### src/rtl/timer_bank.sv
// timer_bank: a bank of N_CH independent prescaled timer channels.
//
// Each channel runs IDLE -> RUN on a start pulse. In RUN, a prescaler counts
// 0..scale and produces one tick per (scale+1) cycles. Each tick advances the
// main counter, which wraps to 0 once it has reached period. A wrap in one-shot
// mode parks the channel in DONE. A wrap in periodic mode keeps the channel in
// RUN. The configuration inputs are sampled live every cycle.
//
// Ports:
//   clk       in   rising-edge clock
//   reset     in   asynchronous, active-high reset
//   en        in   [N_CH]        per-channel enable (0 forces IDLE, clears count)
//   start     in   [N_CH]        per-channel start/restart pulse
//   oneshot   in   [N_CH]        1 = one-shot, 0 = periodic
//   scale     in   [N_CH*PRE_W]  per-channel prescale limit
//   period    in   [N_CH*CNT_W]  per-channel terminal count
//   cmp       in   [N_CH*CNT_W]  per-channel compare value
//   flag_clr  in   [N_CH]        clear sticky flags (a same-cycle set wins)
//   cntr      out  [N_CH*CNT_W]  per-channel counter value
//   running   out  [N_CH]        channel is in RUN
//   ovf_pulse out  [N_CH]        one-cycle wrap strobe
//   ovf_flag  out  [N_CH]        sticky wrap flag
//   cmp_flag  out  [N_CH]        sticky compare-match flag
//   irq       out  1             OR of all sticky flags
module timer_bank #(
  parameter int unsigned N_CH  = 4,
  parameter int unsigned CNT_W = 16,
  parameter int unsigned PRE_W = 15
) (
  input  logic                    clk,
  input  logic                    reset,
  input  logic [N_CH-1:0]         en,
  input  logic [N_CH-1:0]         start,
  input  logic [N_CH-1:0]         oneshot,
  input  logic [N_CH*PRE_W-1:0]   scale,
  input  logic [N_CH*CNT_W-1:0]   period,
  input  logic [N_CH*CNT_W-1:0]   cmp,
  input  logic [N_CH-1:0]         flag_clr,
  output logic [N_CH*CNT_W-1:0]   cntr,
  output logic [N_CH-1:0]         running,
  output logic [N_CH-1:0]         ovf_pulse,
  output logic [N_CH-1:0]         ovf_flag,
  output logic [N_CH-1:0]         cmp_flag,
  output logic                    irq
);

  typedef enum logic [1:0] {StIdle, StRun, StDone} state_e;

  for (genvar g = 0; g < N_CH; g++) begin : g_ch
    state_e             r_state, w_state_d;
    logic [PRE_W-1:0]   r_pre, w_pre_d, w_scale;
    logic [CNT_W-1:0]   r_cntr, w_cntr_d, w_period, w_cmp;
    logic               r_running, r_ovf_pulse, r_ovf_flag, r_cmp_flag;
    logic               w_ovf_set, w_cmp_set;

    assign w_scale  = scale[g*PRE_W +: PRE_W];
    assign w_period = period[g*CNT_W +: CNT_W];
    assign w_cmp    = cmp[g*CNT_W +: CNT_W];

    always_comb begin
      w_state_d = r_state;
      w_pre_d   = r_pre;
      w_cntr_d  = r_cntr;
      w_ovf_set = 1'b0;
      w_cmp_set = 1'b0;
      if (!en[g]) begin
        w_state_d = StIdle;
        w_pre_d   = '0;
        w_cntr_d  = '0;
      end else if (start[g]) begin
        // Start overrides any coincident tick, so a wrap on this edge is dropped.
        w_state_d = StRun;
        w_pre_d   = '0;
        w_cntr_d  = '0;
        w_cmp_set = (w_cmp == '0);
      end else if (r_state == StRun) begin
        // A >= test (not ==) so that lowering scale/period mid-count takes effect at once.
        if (r_pre >= w_scale) begin
          w_pre_d = '0;
          if (r_cntr >= w_period) begin
            w_cntr_d  = '0;
            w_ovf_set = 1'b1;
            if (oneshot[g]) begin
              w_state_d = StDone;
            end
          end else begin
            w_cntr_d = r_cntr + CNT_W'(1);
          end
          w_cmp_set = (w_cntr_d == w_cmp);
        end else begin
          w_pre_d = r_pre + PRE_W'(1);
        end
      end
    end

    always_ff @(posedge clk or posedge reset) begin
      if (reset) begin
        r_state     <= StIdle;
        r_pre       <= '0;
        r_cntr      <= '0;
        r_running   <= 1'b0;
        r_ovf_pulse <= 1'b0;
        r_ovf_flag  <= 1'b0;
        r_cmp_flag  <= 1'b0;
      end else begin
        r_state     <= w_state_d;
        r_pre       <= w_pre_d;
        r_cntr      <= w_cntr_d;
        r_running   <= (w_state_d == StRun);
        r_ovf_pulse <= w_ovf_set;
        // A set in the same cycle as a clear wins.
        r_ovf_flag  <= w_ovf_set | (r_ovf_flag & ~flag_clr[g]);
        r_cmp_flag  <= w_cmp_set | (r_cmp_flag & ~flag_clr[g]);
      end
    end

    assign cntr[g*CNT_W +: CNT_W] = r_cntr;
    assign running[g]             = r_running;
    assign ovf_pulse[g]           = r_ovf_pulse;
    assign ovf_flag[g]            = r_ovf_flag;
    assign cmp_flag[g]            = r_cmp_flag;
  end

  assign irq = |(ovf_flag | cmp_flag);

endmodule

### config.mk
export PLATFORM = sky130hd
export DESIGN_NAME = timer_bank
export DESIGN_NICKNAME = d
export VERILOG_FILES = /design/src/rtl/timer_bank.sv
export SDC_FILE = /design/constraint.sdc
export NUM_CORES = 1
export LEC_CHECK = 0
export BUFFER_PORTS_ARGS = -buffer_cell sky130_fd_sc_hd__buf_2
export CORE_UTILIZATION = 40
export CTS_CLUSTER_DIAMETER = 100
export DETAILED_ROUTE_END_ITERATION = 7
export SYNTH_ARGS = -nofsm -noshare
export SYNTH_HDL_FRONTEND = slang
export SYNTH_SLANG_ARGS = --single-unit
### constraint.sdc
create_clock -name clk -period 4.35 [get_ports clk]
set_input_delay 0.435 -clock clk [delete_from_list [all_inputs] [get_ports clk]]
set_output_delay 0.435 -clock clk [all_outputs]
set_load 0.05 [all_outputs]
# [Yosys cells after proc, flatten, opt, wreduce, memory -nomap -nowiden]
# Index checks and enable logic that the tools add are counted.
[word_totals] register_bits=148 in_bits=206 output_inout_bits=81 elab_cells=206
[classes] add_sub_neg=8 order_cmp=8 n_eq_ne=20 muxes=112 bitwise=21 reduce_logical=9
[ops] operator="$mux W16" count=36
[ops] operator="$mux W15" count=16
[ops] operator="$add A16 B1 Y16 const B" count=4
[ops] operator="$eq A16 B16 Y1" count=4
[ops] operator="$ge A16 B16 Y1" count=4
[ops] operator="$logic_not A16 Y1" count=4
[ops] operator="$add A15 B1 Y15 const B" count=4
[ops] operator="$ge A15 B15 Y1" count=4
[ops] operator="$mux W2" count=24
[ops] operator="$mux W1" count=36
[ops] operator="$ne A3 B1 Y1 const B" count=8
[ops] operator="$eq A2 B1 Y1 const B" count=8
[ops] operator="$and A1 B1 Y1" count=8
[ops] operator="$or A1 B1 Y1" count=8
[ops] operator="$reduce_and A2 Y1" count=4
[ops] operator="$not A1 Y1" count=4
[ops] operator="$or A4 B4 Y4" count=1
[ops] operator="$reduce_or A4 Y1" count=1

# [Longest topological paths before layout]
# Gate-level depths: netlist of the first run.
[depth] ltp_word=12 mapped_depth=12

# [Worst setup path after synthesis of the first run]
# OpenSTA, ideal clock, no wires.
[synth_path] path_kind="reg2reg" from="register g_ch[0].r_cntr[0]" to="register g_ch[0].r_cmp_flag" setup_time_ps=66 arrival_time_ps=3094 required_time_ps=4284 slack_ps=1190 stages_incl_launch_ff=11 n_path_buf=1 cell_sequence="dfrtp_1 > buf_2 > inv_1 > ha_1 > nand2b_1 > a2111o_1 > a32oi_2 > nand2_2 > or4_4 > a2111oi_4 > a31o_1"
[synth_between] elab_chain_cells=12 elab_cells_between_ends=13 cone_classes="add/sub (1); order compare (1); eq/ne (1); mux (9); bitwise (1)"
[synth_rtl] element="start, declared" line_no="52" source="logic [CNT_W-1:0] r_cntr, w_cntr_d, w_period, w_cmp;"
[synth_rtl] element="start signal, assigned" line_no="108" source="r_cntr <= w_cntr_d;"
[synth_rtl] element="$add A16 B1 Y16 or $ge A16 B16 Y1 (tied branches)" line_no="87, 80"
[synth_rtl] element="$mux W16 (*)" line_no="80" source="if (r_cntr >= w_period) begin"
[synth_rtl] element="$mux W16 (*)" line_no="78" source="if (r_pre >= w_scale) begin"
[synth_rtl] element="$mux W16 (*)" line_no="76" source="end else if (r_state == StRun) begin"
[synth_rtl] element="$mux W16 (*)" line_no="70" source="end else if (start[g]) begin"
[synth_rtl] element="$mux W16 (*)" line_no="66" source="if (!en[g]) begin"
[synth_rtl] element="$eq A16 B16 Y1 (*)" line_no="89" source="w_cmp_set = (w_cntr_d == w_cmp);"
[synth_rtl] element="$mux W1 (*)" line_no="78"
[synth_rtl] element="$mux W1 (*)" line_no="76"
[synth_rtl] element="$mux W1 (*)" line_no="70"
[synth_rtl] element="$mux W1 (*)" line_no="66"
[synth_rtl] element="$or A1 B1 Y1 (*)" line_no="113" source="r_cmp_flag <= w_cmp_set | (r_cmp_flag & ~flag_clr[g]);"
[synth_rtl] element="end signal, assigned" line_no="113"
[synth_rtl] element="end, declared" line_no="53" source="logic r_running, r_ovf_pulse, r_ovf_flag, r_cmp_flag;"
# Mark *: on every way between the ends. The rest lies on a longest branch, timed or not. The select of a mux whose other input is x is not followed.
# A chain may end at the register's enable or synchronous reset.

# [Worst setup path in the final report of the first run]
[layout_path] from="register g_ch[1].r_cntr[0]" to="register g_ch[1].r_cntr[9]"
[layout_between] elab_chain_cells=10 elab_cells_between_ends=11 cone_classes="add/sub (1); order compare (1); mux (9)"
[layout_rtl] element="start, declared" line_no="52"
[layout_rtl] element="start signal, assigned" line_no="108"
[layout_rtl] element="$add A16 B1 Y16 or $ge A16 B16 Y1 (tied branches)" line_no="87, 80"
[layout_rtl] element="$mux W16 (*)" line_no="80"
[layout_rtl] element="$mux W16 (*)" line_no="78"
[layout_rtl] element="$mux W16 (*)" line_no="76"
[layout_rtl] element="$mux W16 (*)" line_no="70"
[layout_rtl] element="$mux W16 (*)" line_no="66"
[layout_rtl] element="$mux W16 (*)" line_no="78"
[layout_rtl] element="$mux W16 (*)" line_no="76"
[layout_rtl] element="$mux W16 (*)" line_no="70"
[layout_rtl] element="$mux W16 (*)" line_no="66"
# Marks and branches as above.

==> out/qor.yml, run 1 <==
clock_network:
  cts_hold_buf: 0
  cts_sinks: 148
  cts_buffers: 17
  htree_levels: 4
  cts_resized: 0
  insertion_delay_ns: 0.43
  clk_path_buf_depth: 2
  postCtsSetupBuffers: 0
  clk_pin_slew_ns: 0.07
  cts_root_buffer: "clkbuf_16"
  cts_tree: "yes"
cells_and_area:
  stdcell_count: 2317
  fin_area_um2: 15500
  syn_to_final_growth_pct: 18.4
  ff_latch_area_um2: 3700
  final_nets: 2207
  drive_above_1_share_pct: 18.9
  final.fill_count: 3177
  multiInputGateArea_um2: 8520
routing:
  drtAntennaViolNets: 0
  first_pass_iters: 5
  drc: 0
  drtIter0Drc: 797
  vias: 12800
  routed_wl_um: 38100
  vias_per_cell: 5.51
  wl_per_cell_um: 16.4
run_status:
  status: "complete, no violations"
logic_synthesis:
  synthFlopType: "dfrtp_1"
  synth.cell_area_um2: 13100
  synthDistinctLibCells: 85
  ys_warn_count: 0
  netlist.area_leader.share_pct: 28.2
  synthArstFlopShare_pct: 100
  synth-edff-count: 0
  synth_area_leaders: "dfrtp_1 28%, ha_1 13%, inv_1 4.5%"
  syn-num-nets: 1950
  netlist_instances: 1612
  syn_avg_cell_area_um2: 8.14
  yosysTopAreaCell: "dfrtp_1"
  ys_seq_area_share_pct: 28.2
  synth-seq-cells: 148
global_route:
  grt_pass1_vias: 12000
  antenna_found_initial: 1
  grt_overflow: 0
  globalRouteTotalUtil_pct: 22.8
  grt_pass1_wl_um: 61800
  grt_max_degree: 149
die:
  ios: 287
  floorplan.die.height_um: 183
  coreArea_um2: 31900
  initial_core_util_pct: 41.1
  die_area_um2: 33500
  fp.dieW_um: 183
  rows: 65
sta:
  whs_ns: 0.252
  post-route-period-util_pct: 76.9
  final.setup.tns_ns: 0
  final_hold_viol_count: 0
  skew_ns: 0.0173
  setup_ws_ns: 1.00
  rsz0062_at_grt: "no"
  max_slew_margin_pct: 41.5
  fin_crit_ns: 3.35
  maxSlewViolCount: 0
  worstMarginPinSlew_ns: 0.878
  timing.fmax_ghz: 0.299
  setup_viol: 0
critical_path:
  critPathCaptureType: "flop"
  critPathBufInv: 2
  critPathTopFamily: "compound AO/OA/AOI/OAI gates"
  cpPeakStageDelay_ns: 0.47
  path_class: "reg2reg"
  worstPathRequired_ns: 4.67
  critPathLaunchType: "flop"
  crit_slowest_cell: "dfrtp_1"
  reg2reg_slack_ns: 1.00
  path_cells: "inv_1 > ha_1 > nand2b_1 > a2111o_1 > a311oi_1 > nand2_1 > buf_4 > nor2_4 > nand2_1 > o41ai_1"
  worst_ep_arrival_time_ns: 3.66
  critPathMaxFanout: 14
  crit_top_cell: "nand2_1"
place:
  place_worst_setup_slack_ns: 1.03
  port_buffers: 286
  finalWeightedCongestion: 0.872
  placed_area_um2: 14900
  dp.cells: 2285
  hpwl_um: 29700
run:
  cap_violations: 0
min_path:
  hold_class: "in2reg"
power:
  p_leak_nw: 7.68
  peakVddDrop_v: 0.000260
  p_per_area_nw_per_um2: 222
==> path summary, 6_finish.rpt <==
kind | from | end | cells past startpoint
min reg2reg | g_ch[0].r_ovf_flag | g_ch[0].r_ovf_flag | 1
max | g_ch[1].r_cntr[0] | g_ch[1].r_cntr[9] | 10
min in group asynchronous | reset | g_ch[0].r_pre[12] | 3
min | oneshot[3] | g_ch[3].r_state[0] | 2
max in group asynchronous | reset | g_ch[2].r_pre[3] | 3
max reg2reg | g_ch[1].r_cntr[0] | g_ch[1].r_cntr[9] | 10
==> flip-flops by register name, summed over array words and instances (netlist names) <==
signal	flops
g_ch.r_pre	60
g_ch.r_running	4
g_ch.r_cmp_flag	4
g_ch.r_ovf_pulse	4
g_ch.r_cntr	64
g_ch.r_state	8
g_ch.r_ovf_flag	4
==> cell families after synthesis <==
kind of cell / Yosys count / synth area share, %
xor gates and xnor gates: 119 / 8.34
adders and majority gates: 132 / 12.6
DFF: 148 / 28.2
buffers and inverters: 219 / 6.85
and+or+nand+nor: 612 / 24.6
AOI/OAI and AO/OA: 370 / 18.5
muxes: 12 / 0.935
==> placed cells by master, fill, tap and decap left out, types with 18 or more instances in the layout <==
cell      Yosys  routed
a21o_1       24      24
a21oi_1      97      97
and3_1       32      32
buf_2        12     286
dfrtp_1     148     148
ha_1        132     132
inv_1       156     155
nand2_1     134     134
nand2b_1     27      27
nand3_1      61      61
nand4_1      57      57
nor2_1      136     136
nor2b_1      18      18
nor3_1       24      24
nor4_1       27      27
o21ai_0     101     101
xnor2_1      66      66
xor2_1       49      49
==> metrics by stage <==
step / utilization (%) / power, mW
3_5_place_dp: 46.8 / 1.89
2_1_floorplan: - / 1.69
4_1_cts: 48.7 / 3.49
6_report: 48.7 / 3.45
5_1_grt: 48.7 / 3.60
3_3_place_gp: 46.8 / 1.88
==> synth_stat cells (12+ instances only) <==
cell,instances
a21o_1,24
a21oi_1,97
a31oi_1,16
and2_1,14
and3_1,32
buf_2,12
buf_4,16
clkbuf_1,34
dfrtp_1,148
ha_1,132
inv_1,156
nand2_1,134
nand2b_1,27
nand3_1,61
nand3b_1,12
nand4_1,57
nor2_1,136
nor2b_1,18
nor3_1,24
nor4_1,27
o21ai_0,101
xnor2_1,66
xor2_1,49
==> metal layers <==
metal	share of wire [%]	GRT usage (%)	vias to the layer above	wire [um]
met2	45	36.1	382	17200
met3	5.8	4.03	40	2210
met4	1.4	5.77	0	538
met1	48	32.1	6039	18200
li1	-	-	6310	-
met5	0	0	-	0
==> power by group <==
group | leakage (nW) | switching, mW | internal (mW)
Combinational | 5.34 | 0.278 | 0.178
Sequential | 2.05 | 0.0152 | 1.39
Clock | 0.299 | 0.622 | 0.965
==> worst register-to-register path: stages, from the launching register on <==
cell      delay, ns
dfrtp_1        0.47
inv_1          0.10
ha_1           0.27
nand2b_1       0.14
a2111o_1       0.45
a311oi_1       0.36
nand2_1        0.36
buf_4          0.31
nor2_4         0.18
nand2_1        0.20
o41ai_1        0.42
==> cell type report <==
class | count | area share, %
Antenna cell | 1 | 0.0161
Inverter | 156 | 3.80
Multi-Input combinational cell | 1245 | 54.9
Sequential cell | 148 | 23.9
Clock inverter | 11 | 1.14
Tap cell | 435 | 3.51
Clock buffer | 20 | 2.81
Timing Repair Buffer | 301 | 10.0
Power figures use the tool's default switching activity.
==> inputs of run 2 (changes only) <==
Clock period 4.35 ns to 2.9 ns, I/O delays scaled along.
==> run 2 against run 1 <==
  * Non-clock buffer count up 91
  * Setup slack worse by 0.86 ns
  * Die area unchanged
  * Final cell count up 4.0%
  * Design area up 5.6%
  * Worst hold slack worse by 0.19 ns
  * Critical path depth down 1
  * Utilization up 2.7 points
  * Total power up 56%
  * Register-to-register slack worse by 0.86 ns
  * Highest routed layer is now met5
==> out/qor.yml, run 2 (synthesis gave the netlist of run 1 again) <==
critical_path:
  cpPeakStageDelay_ns: 0.53
  critPathMaxFanout: 21
  worstPathRequired_ns: 3.22
  crit_slowest_cell: "a2111oi_0"
  critPathTopFamily: "compound AO/OA/AOI/OAI gates"
  path_cells: "ha_1 > a211oi_1 > o21ai_0 > nand4b_1 > o211ai_1 > buf_4 > a2111oi_0 > nand4_1 > o31ai_1"
  critPathBufInv: 1
  critPathCaptureType: "flop"
  path_class: "reg2reg"
  critPathLaunchType: "flop"
  worst_ep_arrival_time_ns: 3.07
  reg2reg_slack_ns: 0.14
cells_and_area:
  final_util_pct: 51.5
  largest_reg_flops: 64
  mostFrequentLayoutCell: "buf_2"
  regMostFlops: "g_ch.r_cntr"
  final_nets: 2298
  drive_above_1_share_pct: 23.7
  syn_to_final_growth_pct: 25.0
  final.fill_count: 3121
  fin_area_um2: 16400
  reg_top3: "g_ch.r_cntr (64), g_ch.r_pre (60), g_ch.r_state (8)"
  mostFrequentLayoutCells: "286 x buf_2, 155 x inv_1, 140 x dfrtp_1"
place:
  placed_area_um2: 15600
  hpwl_um: 31700
  port_buffers: 286
  place_worst_setup_slack_ns: -0.0171
  finalWeightedCongestion: 0.908
global_route:
  grt_overflow: 0
  globalRouteTotalUtil_pct: 23.8
  grt_pass1_vias: 12600
  grt_pass1_wl_um: 63900
  grt_max_degree: 42
  antenna_found_initial: 3
sta:
  final.setup.tns_ns: 0
  setup_viol: 0
  final_hold_viol_count: 0
  worstMarginPinSlew_ns: 0.904
  setup_ws_ns: 0.142
  whs_ns: 0.0586
  max_slew_margin_pct: 39.6
  maxSlewViolCount: 0
  fin_crit_ns: 2.76
  timing.fmax_ghz: 0.363
  skew_ns: 0.0173
  rsz0062_at_grt: "yes"
  post-route-period-util_pct: 95.1
clock_network:
  htree_levels: 4
  clk_pin_slew_ns: 0.07
  insertion_delay_ns: 0.43
  cts_hold_buf: 0
  cts_buffers: 17
  cts_root_buffer: "clkbuf_16"
  cts_sinks: 148
  clk_path_buf_depth: 2
  cts_tree: "yes"
power:
  pwr-share-comb_pct: 13.8
  internal-power_mw: 3.97
  seqPwrFrac_pct: 39.1
  peakVddDrop_v: 0.000333
  power.share.switching_pct: 26.1
  p_sw_mw: 1.40
  p_leak_nw: 8.19
  p_clk_share_pct: 47.1
  p_per_area_nw_per_um2: 327
min_path:
  hold_class: "in2async"
routing:
  vias_per_cell: 5.46
  routed_wl_um: 39700
  first_pass_iters: 5
  drc: 0
  drtIter0Drc: 799
  wl_per_cell_um: 16.5
  drtAntennaViolNets: 0
  vias: 13200
die:
  ios: 287
  rows: 65
  floorplan.die.height_um: 183
  die_area_um2: 33500
  initial_core_util_pct: 41.1
  coreArea_um2: 31900
  fp.dieW_um: 183
run:
  cap_violations: 0
run_status:
  status: "complete, no violations"
==> run 2: changes by cell type in the layout (fill, tap and decap cells not counted), moves of 4 or more <==
cell     delta
dfrtp_2     +8
buf_12      +4
buf_4      +87
dfrtp_1     -8
==> run 2: repair_timing <==
action,4_1_cts,5_1_grt
pin swaps,0,4
endpoints found under the setup margin,1,16
buffers inserted,0,2
gates resized for setup,1,16
==> run 2: cell type report <==
| type | instances | area [um2] | area share [%] |
|---|---|---|---|
| Multi-Input combinational cell | 1245 | 8600 | 52.4 |
| Sequential cell | 148 | 3710 | 22.6 |
| Timing Repair Buffer | 392 | 2290 | 14.0 |
| Inverter | 156 | 589 | 3.59 |
| Tap cell | 435 | 544 | 3.32 |
| Clock buffer | 21 | 460 | 2.81 |
| Clock inverter | 11 | 200 | 1.22 |
| Antenna cell | 2 | 5.00 | 0.0305 |
==> run 2: worst reg2reg max path, delay by kind of cell, from the launching register on <==
kind,cells,cell delay [ns]
AND/OR/NAND/NOR,2,0.36
adder cells (fa/ha/maj),1,0.26
flip-flops,1,0.49
buffers and inverters,1,0.27
AO/OA/AOI/OAI,5,1.28
==> run 2: layer usage <==
layer	vias to the layer above	share of wire, %	GRT usage (%)
li1	6513	-	-
met1	6192	46	31.7
met3	53	5.6	4.55
met5	-	0.068	0
met2	388	47	38.8
met4	4	1.9	7.37
==> run 2: final timing paths <==
check	to	start	depth (start not counted)
setup / recovery	g_ch[3].r_cmp_flag	g_ch[3].r_cntr[3]	9
hold / removal	g_ch[3].r_ovf_pulse	reset	2
setup reg to reg	g_ch[3].r_cmp_flag	g_ch[3].r_cntr[3]	9
hold reg to reg	g_ch[3].r_ovf_flag	g_ch[3].r_ovf_flag	1
max in group asynchronous	g_ch[2].r_pre[11]	reset	3
min in group clk	g_ch[3].r_state[0]	oneshot[3]	2
==> run 2: power groups by stage <==
stage	registers, mW	clock network (mW)	logic [mW]
final	2.10	2.53	0.739
after floorplan	2.15	0	0.381
after global placement	2.14	0	0.720
after CTS	2.10	2.59	0.739
after global routing	2.10	2.67	0.826
after detailed placement	2.14	0	0.735
==> run 2: stage by stage <==
step	instances	power (mW)
global placement	2374	2.86
detailed placement	2374	2.87
finish	2410	5.37
CTS	2406	5.43
floorplan	1612	2.53
global route	2408	5.59
